==> config.mk <==
export PLATFORM = sky130hd
export DESIGN_NAME = id_ex_stage_reg
export DESIGN_NICKNAME = d
export VERILOG_FILES = /design/src/rtl/mips_pkg.sv /design/src/rtl/load_use_detect.sv /design/src/rtl/id_ex_stage_reg.sv
export SDC_FILE = /design/constraint.sdc
export NUM_CORES = 1
export LEC_CHECK = 0
export ABC_CLOCK_PERIOD_IN_PS = 5600
export CAP_MARGIN = 20
export CORE_ASPECT_RATIO = 1.75
export CORE_MARGIN = 5
export CORE_UTILIZATION = 30
export CTS_CLUSTER_SIZE = 25
export DETAILED_ROUTE_END_ITERATION = 8
export GPL_TIMING_DRIVEN = 0
export PLACE_DENSITY = 0.73
export SKIP_CTS_REPAIR_TIMING = 1
export SYNTH_ARGS = -nofsm -noshare
export SYNTH_HDL_FRONTEND = slang
export SYNTH_HIERARCHICAL = 1
export SYNTH_SLANG_ARGS = --single-unit
==> constraint.sdc <==
create_clock -name clk -period 5.6 [get_ports clk]
set_input_delay 1.12 -clock clk [delete_from_list [all_inputs] [get_ports clk]]
set_output_delay 1.12 -clock clk [all_outputs]
set_load 0.005 [all_outputs]
==> src/rtl/mips_pkg.sv <==
// Shared MIPS definitions: opcodes, ALUOp encodings and the control bundle
// carried from the main decoder into the EX stage.
package mips_pkg;

  localparam logic [5:0] OP_RTYPE = 6'b000000;
  localparam logic [5:0] OP_LW    = 6'b100011;
  localparam logic [5:0] OP_SW    = 6'b101011;
  localparam logic [5:0] OP_BEQ   = 6'b000100;

  localparam logic [1:0] ALUOP_ADD   = 2'b00;
  localparam logic [1:0] ALUOP_SUB   = 2'b01;
  localparam logic [1:0] ALUOP_FUNCT = 2'b10;

  typedef struct packed {
    logic       regdst;
    logic       alusrc;
    logic       memtoreg;
    logic       regwrite;
    logic       memread;
    logic       memtowrite;
    logic       branch;
    logic [1:0] aluop;
  } ctrl_t;

  // True for opcodes that read rt as a source operand.
  function automatic logic op_uses_rt(input logic [5:0] op);
    return (op == OP_RTYPE) || (op == OP_SW) || (op == OP_BEQ);
  endfunction

  // An invalid ID slot contributes no control, whatever the decoder emitted.
  function automatic ctrl_t mask_ctrl(input ctrl_t c, input logic valid);
    return valid ? c : '0;
  endfunction

endpackage

==> src/rtl/load_use_detect.sv <==
// Combinational load-use hazard detector: a load in EX whose destination
// register is read by the instruction currently in ID.
module load_use_detect
  import mips_pkg::*;
#(
  parameter int REG_AW = 5
) (
  input  logic              ex_valid,
  input  logic              ex_memread,
  input  logic [REG_AW-1:0] ex_rt,
  input  logic              id_valid,
  input  logic [5:0]        id_op,
  input  logic [REG_AW-1:0] id_rs,
  input  logic [REG_AW-1:0] id_rt,
  output logic              haz
);

  logic uses_rt;
  logic rs_match;
  logic rt_match;

  always_comb begin
    uses_rt  = op_uses_rt(id_op);
    rs_match = (ex_rt == id_rs);
    rt_match = uses_rt && (ex_rt == id_rt);
    // r0 is hardwired to zero, so a load targeting it never forwards anything
    haz = ex_valid && ex_memread && (ex_rt != '0) && id_valid && (rs_match || rt_match);
  end

endmodule

==> src/rtl/id_ex_stage_reg.sv <==
// ID/EX pipeline register with load-use stall generation, branch flush,
// downstream hold and a saturating count of inserted hazard bubbles.
module id_ex_stage_reg
  import mips_pkg::*;
#(
  parameter int DATA_W = 32,
  parameter int REG_AW = 5,
  parameter int CNT_W  = 16
) (
  input  logic              clk,
  input  logic              rst_n,
  input  logic              id_valid,
  input  logic [5:0]        id_op,
  input  logic              id_regdst,
  input  logic              id_alusrc,
  input  logic              id_memtoreg,
  input  logic              id_regwrite,
  input  logic              id_memread,
  input  logic              id_memtowrite,
  input  logic              id_branch,
  input  logic [1:0]        id_aluop,
  input  logic [DATA_W-1:0] id_pc4,
  input  logic [DATA_W-1:0] id_rdata1,
  input  logic [DATA_W-1:0] id_rdata2,
  input  logic [DATA_W-1:0] id_imm,
  input  logic [REG_AW-1:0] id_rs,
  input  logic [REG_AW-1:0] id_rt,
  input  logic [REG_AW-1:0] id_rd,
  input  logic [5:0]        id_funct,
  input  logic              flush_i,
  input  logic              hold_i,
  output logic              ex_valid,
  output logic              ex_regdst,
  output logic              ex_alusrc,
  output logic              ex_memtoreg,
  output logic              ex_regwrite,
  output logic              ex_memread,
  output logic              ex_memtowrite,
  output logic              ex_branch,
  output logic [1:0]        ex_aluop,
  output logic [DATA_W-1:0] ex_pc4,
  output logic [DATA_W-1:0] ex_rdata1,
  output logic [DATA_W-1:0] ex_rdata2,
  output logic [DATA_W-1:0] ex_imm,
  output logic [REG_AW-1:0] ex_rs,
  output logic [REG_AW-1:0] ex_rt,
  output logic [REG_AW-1:0] ex_rd,
  output logic [5:0]        ex_funct,
  output logic              stall_o,
  output logic [CNT_W-1:0]  bubble_cnt
);

  ctrl_t             id_ctrl;
  logic              haz;

  logic              valid_reg,  valid_next;
  ctrl_t             ctrl_reg,   ctrl_next;
  logic [DATA_W-1:0] pc4_reg,    pc4_next;
  logic [DATA_W-1:0] rdata1_reg, rdata1_next;
  logic [DATA_W-1:0] rdata2_reg, rdata2_next;
  logic [DATA_W-1:0] imm_reg,    imm_next;
  logic [REG_AW-1:0] rs_reg,     rs_next;
  logic [REG_AW-1:0] rt_reg,     rt_next;
  logic [REG_AW-1:0] rd_reg,     rd_next;
  logic [5:0]        funct_reg,  funct_next;
  logic [CNT_W-1:0]  cnt_reg,    cnt_next;

  always_comb begin
    id_ctrl = mask_ctrl('{regdst:     id_regdst,
                          alusrc:     id_alusrc,
                          memtoreg:   id_memtoreg,
                          regwrite:   id_regwrite,
                          memread:    id_memread,
                          memtowrite: id_memtowrite,
                          branch:     id_branch,
                          aluop:      id_aluop}, id_valid);
  end

  load_use_detect #(
    .REG_AW (REG_AW)
  ) u_load_use_detect (
    .ex_valid   (valid_reg),
    .ex_memread (ctrl_reg.memread),
    .ex_rt      (rt_reg),
    .id_valid   (id_valid),
    .id_op      (id_op),
    .id_rs      (id_rs),
    .id_rt      (id_rt),
    .haz        (haz)
  );

  // A flush already kills the younger instruction, so stalling it would be redundant
  assign stall_o = haz && !flush_i;

  always_comb begin
    valid_next  = valid_reg;
    ctrl_next   = ctrl_reg;
    pc4_next    = pc4_reg;
    rdata1_next = rdata1_reg;
    rdata2_next = rdata2_reg;
    imm_next    = imm_reg;
    rs_next     = rs_reg;
    rt_next     = rt_reg;
    rd_next     = rd_reg;
    funct_next  = funct_reg;
    cnt_next    = cnt_reg;

    if (flush_i || (!hold_i && haz)) begin
      valid_next  = 1'b0;
      ctrl_next   = '0;
      pc4_next    = '0;
      rdata1_next = '0;
      rdata2_next = '0;
      imm_next    = '0;
      rs_next     = '0;
      rt_next     = '0;
      rd_next     = '0;
      funct_next  = '0;
      // Only hazard bubbles are counted; flush bubbles are a branch cost
      if (!flush_i && !(&cnt_reg)) begin
        cnt_next = cnt_reg + CNT_W'(1);
      end
    end else if (!hold_i) begin
      valid_next  = id_valid;
      ctrl_next   = id_ctrl;
      pc4_next    = id_pc4;
      rdata1_next = id_rdata1;
      rdata2_next = id_rdata2;
      imm_next    = id_imm;
      rs_next     = id_rs;
      rt_next     = id_rt;
      rd_next     = id_rd;
      funct_next  = id_funct;
    end
  end

  always_ff @(posedge clk or negedge rst_n) begin
    if (!rst_n) begin
      valid_reg  <= 1'b0;
      ctrl_reg   <= '0;
      pc4_reg    <= '0;
      rdata1_reg <= '0;
      rdata2_reg <= '0;
      imm_reg    <= '0;
      rs_reg     <= '0;
      rt_reg     <= '0;
      rd_reg     <= '0;
      funct_reg  <= '0;
      cnt_reg    <= '0;
    end else begin
      valid_reg  <= valid_next;
      ctrl_reg   <= ctrl_next;
      pc4_reg    <= pc4_next;
      rdata1_reg <= rdata1_next;
      rdata2_reg <= rdata2_next;
      imm_reg    <= imm_next;
      rs_reg     <= rs_next;
      rt_reg     <= rt_next;
      rd_reg     <= rd_next;
      funct_reg  <= funct_next;
      cnt_reg    <= cnt_next;
    end
  end

  assign ex_valid      = valid_reg;
  assign ex_regdst     = ctrl_reg.regdst;
  assign ex_alusrc     = ctrl_reg.alusrc;
  assign ex_memtoreg   = ctrl_reg.memtoreg;
  assign ex_regwrite   = ctrl_reg.regwrite;
  assign ex_memread    = ctrl_reg.memread;
  assign ex_memtowrite = ctrl_reg.memtowrite;
  assign ex_branch     = ctrl_reg.branch;
  assign ex_aluop      = ctrl_reg.aluop;
  assign ex_pc4        = pc4_reg;
  assign ex_rdata1     = rdata1_reg;
  assign ex_rdata2     = rdata2_reg;
  assign ex_imm        = imm_reg;
  assign ex_rs         = rs_reg;
  assign ex_rt         = rt_reg;
  assign ex_rd         = rd_reg;
  assign ex_funct      = funct_reg;
  assign bubble_cnt    = cnt_reg;

endmodule

==> flow_summary.json, run 1 <==
{
  "synth-seq-cells": 175,
  "reg2regPathDepth": 9,
  "dpl-instance-area_sq_mm": 0.01118,
  "slew_headroom_pct": 48.85,
  "placedCellCount": 1254,
  "clock-sinks": 175,
  "setup_ws_ns": 1.204,
  "grt_pass1_vias": 6529,
  "status": "complete, no violations",
  "clkLatencyLatePin_ns": 0.45,
  "stdcell_count": 1288,
  "drtIter0Drc": 174,
  "design.die.area_sq_mm": 0.02776,
  "final-setup-viol-count": 0,
  "path_clk_slew_ns": 0.06,
  "dp_slack_ns": 1.183,
  "start_util_pct": 30.49,
  "drt-met1-wl_mm": 8.706,
  "cts_tree": "done",
  "yosys_warnings": 6,
  "wl_met3_mm": 1.738,
  "die_x_um": 128.1,
  "grtUsageTotal_pct": 17.41,
  "reg2reg_to": "ex_rdata1[10]$_DFFE_PN0P_",
  "hold_viol_final": 0,
  "core_sq_mm": 0.02402,
  "hold_slack_ns": 0.5072,
  "met2_length_mm": 12.56,
  "numCtsBuffers": 17,
  "fin_skew_ns": 0.01227,
  "min_period_ns": 4.396,
  "syn_area_sq_mm": 0.007325,
  "avgViaCountPerCell": 4.561,
  "reg2reg_from": "ex_rt[0]$_DFFE_PN0P_",
  "ant_nets": 0,
  "gp_congestion": 0.7705,
  "port_buffers": 343,
  "drive_gt1_share_pct": 6.339,
  "cts-root-buf": "clkbuf_16",
  "ys_seq_area_share_pct": 59.79,
  "critical_path_class": "in -> out",
  "critPathLaunchType": "primary input",
  "htree_levels": 4,
  "cp-end-kind": "output pin",
  "highest_layer": "met5",
  "worst_pin_slew_ns": 0.7672,
  "totalWireLength_mm": 24.00,
  "p_per_area_mw_per_mm2": 261.7,
  "p_total_mw": 3.086,
  "irDropWorstVdd_v": 0.0001767,
  "power.leakage_nw": 5.504,
  "nets": 1135,
  "die_h_um": 216.7,
  "drtPass1Iterations": 4,
  "route.detailed.drc": 0,
  "num_io_pins": 345,
  "overflow": 0,
  "fin_util_pct": 49.10,
  "ys_types": 37,
  "reg2reg_slack_ns": 2.70,
  "postLayoutCellArea_sq_mm": 0.01180,
  "drv_slew": 0,
  "syn_inst": 602,
  "vias": 5875,
  "grt_pass1_wl_mm": 36.74,
  "hp-class": "reg -> reg",
  "worstPathMaxFanout": 4,
  "cp_data_required_time_ns": 4.48,
  "cp-startpoint": "id_op[1]",
  "avgSynthCellArea_sq_um": 12.17,
  "rsz0062_at_grt": "no",
  "maxCapViolCount": 0,
  "setup-tns-final_ns": 0,
  "dp_hpwl_mm": 18.39,
  "crit_end": "stall_o",
  "wl_per_cell_um": 18.63,
  "synth_fp_nets": 772,
  "period_share_pct": 78.50,
  "grt_max_degree": 91,
  "timing.fmax_ghz": 0.2275,
  "rows": 75,
  "syn2layout_area_growth_pct": 61.04,
  "crit_arrival_ns": 3.28,
  "cts_buffer_depth": 2,
  "antenna_found_initial": 2
}
## sequential cells by signal, summed over array words and instances (netlist names), 2 cells and up
name	cells
ex_rt	5
ex_pc4	32
ex_rd	5
ex_funct	6
bubble_cnt	16
ex_aluop	2
ex_rdata1	32
ex_rdata2	32
ex_rs	5
ex_imm	32
## placed cells by master, fill, tap and decap left out, types with 8 or more instances in the layout
| cell type | synthesis | layout |
|---|---|---|
| nand4_1 | 8 | 8 |
| nand2_1 | 8 | 8 |
| clkbuf_16 | 0 | 17 |
| xor2_1 | 16 | 16 |
| dfrtp_1 | 175 | 175 |
| buf_2 | 19 | 19 |
| nor2_1 | 152 | 152 |
| clkdlybuf4s50_1 | 0 | 342 |
| a22o_1 | 9 | 9 |
| mux2i_1 | 149 | 149 |
| clkbuf_1 | 10 | 12 |
## report_power, final
group	switching (mW)	total [mW]	internal, mW
Combinational	0.181	0.466	0.285
Clock	0.523	1.25	0.732
Sequential	0.0386	1.37	1.33
Total	0.743	3.09	2.34
## metal layers
| metal | track usage, % | vias up |
|---|---|---|
| li1 | - | 2769 |
| met1 | 18.23 | 2828 |
| met2 | 30.23 | 223 |
| met3 | 6.184 | 53 |
| met4 | 9.101 | 2 |
| met5 | 0 | - |
## cell type report
cell class | count | area [sq um]
Antenna cell | 2 | 5.005
Sequential cell | 175 | 4379
Clock buffer | 25 | 515.5
Tap cell | 308 | 385.4
Fill cell | 2235 | 12230
Multi-Input combinational cell | 390 | 2775
Inverter | 3 | 11.26
Clock inverter | 7 | 98.84
Buffer | 34 | 158.9
Timing Repair Buffer | 344 | 3466
## cell families (layout without fill, tap and decap cells)
kind of cell	after synthesis	count (layout)	synth area share (%)
and+or+nand+nor	195	195	12.16
buffers and inverters	37	413	2.323
other	0	2	0
AOI/OAI and AO/OA	20	20	2.067
adders and majority gates	1	1	0.1708
muxes	150	150	20.52
xor gates and xnor gates	24	24	2.972
DFF	175	175	59.79
## worst min path at each step
| stage | startpoint | end | cells after the start |
|---|---|---|---|
| 2_1_floorplan | bubble_cnt[11]$_DFFE_PN0P_ | bubble_cnt[11]$_DFFE_PN0P_ | 1 |
| 3_3_place_gp | bubble_cnt[11]$_DFFE_PN0P_ | bubble_cnt[11]$_DFFE_PN0P_ | 1 |
| 3_5_place_dp | ex_regwrite$_DFFE_PN0P_ | ex_regwrite$_DFFE_PN0P_ | 1 |
| 4_1_cts | ex_regwrite$_DFFE_PN0P_ | ex_regwrite$_DFFE_PN0P_ | 1 |
| 5_1_grt | bubble_cnt[11]$_DFFE_PN0P_ | bubble_cnt[11]$_DFFE_PN0P_ | 1 |
| 6_report | ex_regwrite$_DFFE_PN0P_ | ex_regwrite$_DFFE_PN0P_ | 1 |
## Yosys cell counts (all sizes together)
cell type    n  area, sq um
nor3         3        15.01
clkbuf      10        37.54
nand3        5        30.03
xnor2        8        77.58
nor3b        2        37.54
and2         1        6.260
a2111oi      2        17.52
buf         24        121.4
o2111ai      1        8.760
a21oi        4        20.02
mux2i      149         1491
a22o         9        78.83
inv          3        11.26
mux2         1        11.26
nor2       152        570.6
or4          3        26.27
xor2        16        140.1
ha           1        12.51
or3b         1        11.26
a21o         2        15.01
and3         3        18.77
nor4         5        61.31
a31oi        1        6.260
and4         1        8.760
or2          1        6.260
and4bb       1        12.51
nand4        8        50.05
dfrtp      175         4379
nand2        8        30.03
nor2b        1        6.260
o21ai        1        5.000
## critical path: stages
cell and delay [ns]:
clkdlybuf4s50_1 0.44, or4_1 0.54, o21ai_1 0.14, nand3_1 0.09
a21oi_1 0.24, nor2b_1 0.17, clkdlybuf4s50_1 0.52
Note: power is estimated with default switching activity, not from simulation.
==> run 2: changes to the inputs <==
--- a/config.mk
+++ b/config.mk
@@ -5,7 +5,7 @@
 export SDC_FILE = /design/constraint.sdc
 export NUM_CORES = 1
 export LEC_CHECK = 0
-export ABC_CLOCK_PERIOD_IN_PS = 5600
+export ABC_CLOCK_PERIOD_IN_PS = 3750
 export CAP_MARGIN = 20
 export CORE_ASPECT_RATIO = 1.75
 export CORE_MARGIN = 5
@@ -13,7 +13,7 @@
 export CTS_CLUSTER_SIZE = 25
 export DETAILED_ROUTE_END_ITERATION = 8
 export GPL_TIMING_DRIVEN = 0
-export PLACE_DENSITY = 0.73
+export PLACE_DENSITY = 0.75
 export SKIP_CTS_REPAIR_TIMING = 1
 export SYNTH_ARGS = -nofsm -noshare
 export SYNTH_HDL_FRONTEND = slang
==> constraint.sdc (replaced) <==
create_clock -name clk -period 3.75 [get_ports clk]
set_input_delay 0.75 -clock clk [delete_from_list [all_inputs] [get_ports clk]]
set_output_delay 0.75 -clock clk [all_outputs]
set_load 0.005 [all_outputs]
==> run 2 against run 1 <==
  * Clock power increased by 55%
  * Non-clock buffer count did not move
  * First-iteration DRC count shrank 0.57%
  * Cell count fell by 0.16%
  * Critical path depth unchanged
  * Setup slack lost 1.0 ns
  * Via count hardly changed
  * Critical endpoint unchanged
  * Largest cell class unchanged
  * Highest routed layer unchanged
==> flow_summary.json, run 2 (synthesis gave the netlist of run 1 again) <==
{
  "max_stage_delay_ns": 0.52,
  "final-setup-viol-count": 0,
  "rsz0062_at_grt": "no",
  "worstPathCellList": "clkdlybuf4s50_1, or4_1, o21ai_1, nand3_1, a21oi_1, nor2b_1, clkdlybuf4s50_1",
  "grt_pass1_wl_mm": 36.00,
  "die_h_um": 216.7,
  "overflow": 0,
  "final-seq-area_sq_mm": 0.004379,
  "nets": 1135,
  "most-common-layout-cells": "clkdlybuf4s50_1, dfrtp_1, nor2_1, mux2i_1, buf_2",
  "clock-sinks": 175,
  "slew_headroom_pct": 44.83,
  "design.die.area_sq_mm": 0.02776,
  "antenna_found_initial": 2,
  "worstPathMaxFanout": 4,
  "irDropWorstVdd_v": 0.0002993,
  "vias": 5880,
  "maxCapViolCount": 0,
  "critPathLaunchType": "primary input",
  "grtUsageTotal_pct": 16.98,
  "totalWireLength_mm": 23.21,
  "rows": 75,
  "min_period_ns": 3.570,
  "crit_family": "buffers and inverters",
  "p_per_area_mw_per_mm2": 395.5,
  "stdcell_count": 1286,
  "cts-root-buf": "clkbuf_16",
  "cts_buffer_depth": 2,
  "core_sq_mm": 0.02402,
  "htree_levels": 4,
  "fin_skew_ns": 0.007573,
  "cp_data_required_time_ns": 3.00,
  "critical_path_class": "in -> out",
  "grt_max_degree": 93,
  "route.detailed.drc": 0,
  "final_common_cell": "clkdlybuf4s50_1",
  "timing.fmax_ghz": 0.2801,
  "drv_slew": 0,
  "dp_hpwl_mm": 17.71,
  "hold_viol_final": 0,
  "critPathBufInv": 2,
  "reg2reg_slack_ns": 0.80,
  "crit_arrival_ns": 2.82,
  "start_util_pct": 30.49,
  "status": "complete, no violations",
  "worst_pin_slew_ns": 0.8275,
  "num_io_pins": 345,
  "ant_nets": 0,
  "dp_slack_ns": -0.1782,
  "crit_end": "stall_o",
  "cts_tree": "done",
  "drive_gt1_share_pct": 6.448,
  "path_clk_slew_ns": 0.06,
  "die_x_um": 128.1,
  "cp-end-kind": "output pin",
  "crit_path_frequent_cell": "clkdlybuf4s50_1",
  "worst-path-stages": 7,
  "port_buffers": 343,
  "drtIter0Drc": 173,
  "numCtsBuffers": 17,
  "reg2reg_from": "ex_rt[3]$_DFFE_PN0P_",
  "drtPass1Iterations": 4,
  "avgViaCountPerCell": 4.572,
  "setup_ws_ns": 0.1804,
  "syn2layout_area_growth_pct": 61.48,
  "cp_slowest_cell": "clkdlybuf4s50_1",
  "placedCellCount": 1254,
  "setup-tns-final_ns": 0,
  "hp-class": "in -> async",
  "gp_congestion": 0.8010,
  "multi_input_area_sq_mm": 0.002775,
  "reg2reg_to": "ex_rdata1[0]$_DFFE_PN0P_",
  "cp-startpoint": "id_op[1]",
  "fillCellCount": 2248,
  "clkLatencyLatePin_ns": 0.44,
  "wl_per_cell_um": 18.05,
  "period_share_pct": 95.19,
  "power.leakage_nw": 5.522,
  "reg2regPathDepth": 9,
  "grt_pass1_vias": 6200
}
-- run 2: cell count changes in the layout (fill, tap and decap cells not counted) --
| cell | previous run | this run |
|---|---|---|
| clkbuf_1 | 12 | 10 |
| clkbuf_8 | 6 | 5 |
| diode_2 | 2 | 1 |
| inv_6 | 1 | 0 |
| bufinv_16 | 2 | 4 |
| clkinv_2 | 1 | 2 |
-- run 2: worst min-delay path by stage --
stage / startpoint / to / slack (ns) / cells past startpoint
floorplan: rst_n / bubble_cnt[0]$_DFFE_PN0P_ / 0.45 / 0
global placement: bubble_cnt[11]$_DFFE_PN0P_ / bubble_cnt[11]$_DFFE_PN0P_ / 0.48 / 1
detailed placement: ex_regwrite$_DFFE_PN0P_ / ex_regwrite$_DFFE_PN0P_ / 0.49 / 1
CTS: rst_n / ex_imm[2]$_DFFE_PN0P_ / 0.29 / 1
global route: rst_n / ex_rdata2[4]$_DFFE_PN0P_ / 0.32 / 1
finish: rst_n / ex_rdata2[4]$_DFFE_PN0P_ / 0.29 / 1
-- run 2: area by class of cell --
cell class,instances,share of cell area [%]
well taps,308,3.258
inverters,3,0.09521
multi-input cells,390,23.46
plain buffers,34,1.343
flip-flops and latches,175,37.03
diodes,1,0.02116
clock buffers,22,4.179
clock inverters,9,1.312
repair buffers,344,29.30
-- run 2: metal layers --
layer	wire length, um	GRT usage (%)	vias to the layer above	part of all wire [%]
met5	13	0	-	0.056
met4	663	7.365	2	2.9
met3	1532	5.001	37	6.6
met2	12720	30.27	218	55
met1	8279	18.41	2860	36
li1	-	-	2763	-
-- run 2: stage by stage --
step	hold WS [ns]	total power [mW]	area (sq um)	utilization, %
final	0.2945	4.677	11830	49.23
after global routing	0.3222	4.875	11830	49.22
after CTS	0.2948	4.758	11830	49.22
after detailed placement	0.4945	2.778	11180	46.52
after global placement	0.4807	2.765	11140	46.39
after floorplan	0.4544	2.292	7325	-
-- run 2: report_power, final --
group | switching (mW) | internal (mW) | total (mW)
Combinational | 0.269 | 0.425 | 0.694
Clock | 0.745 | 1.20 | 1.94
Sequential | 0.0561 | 1.98 | 2.04
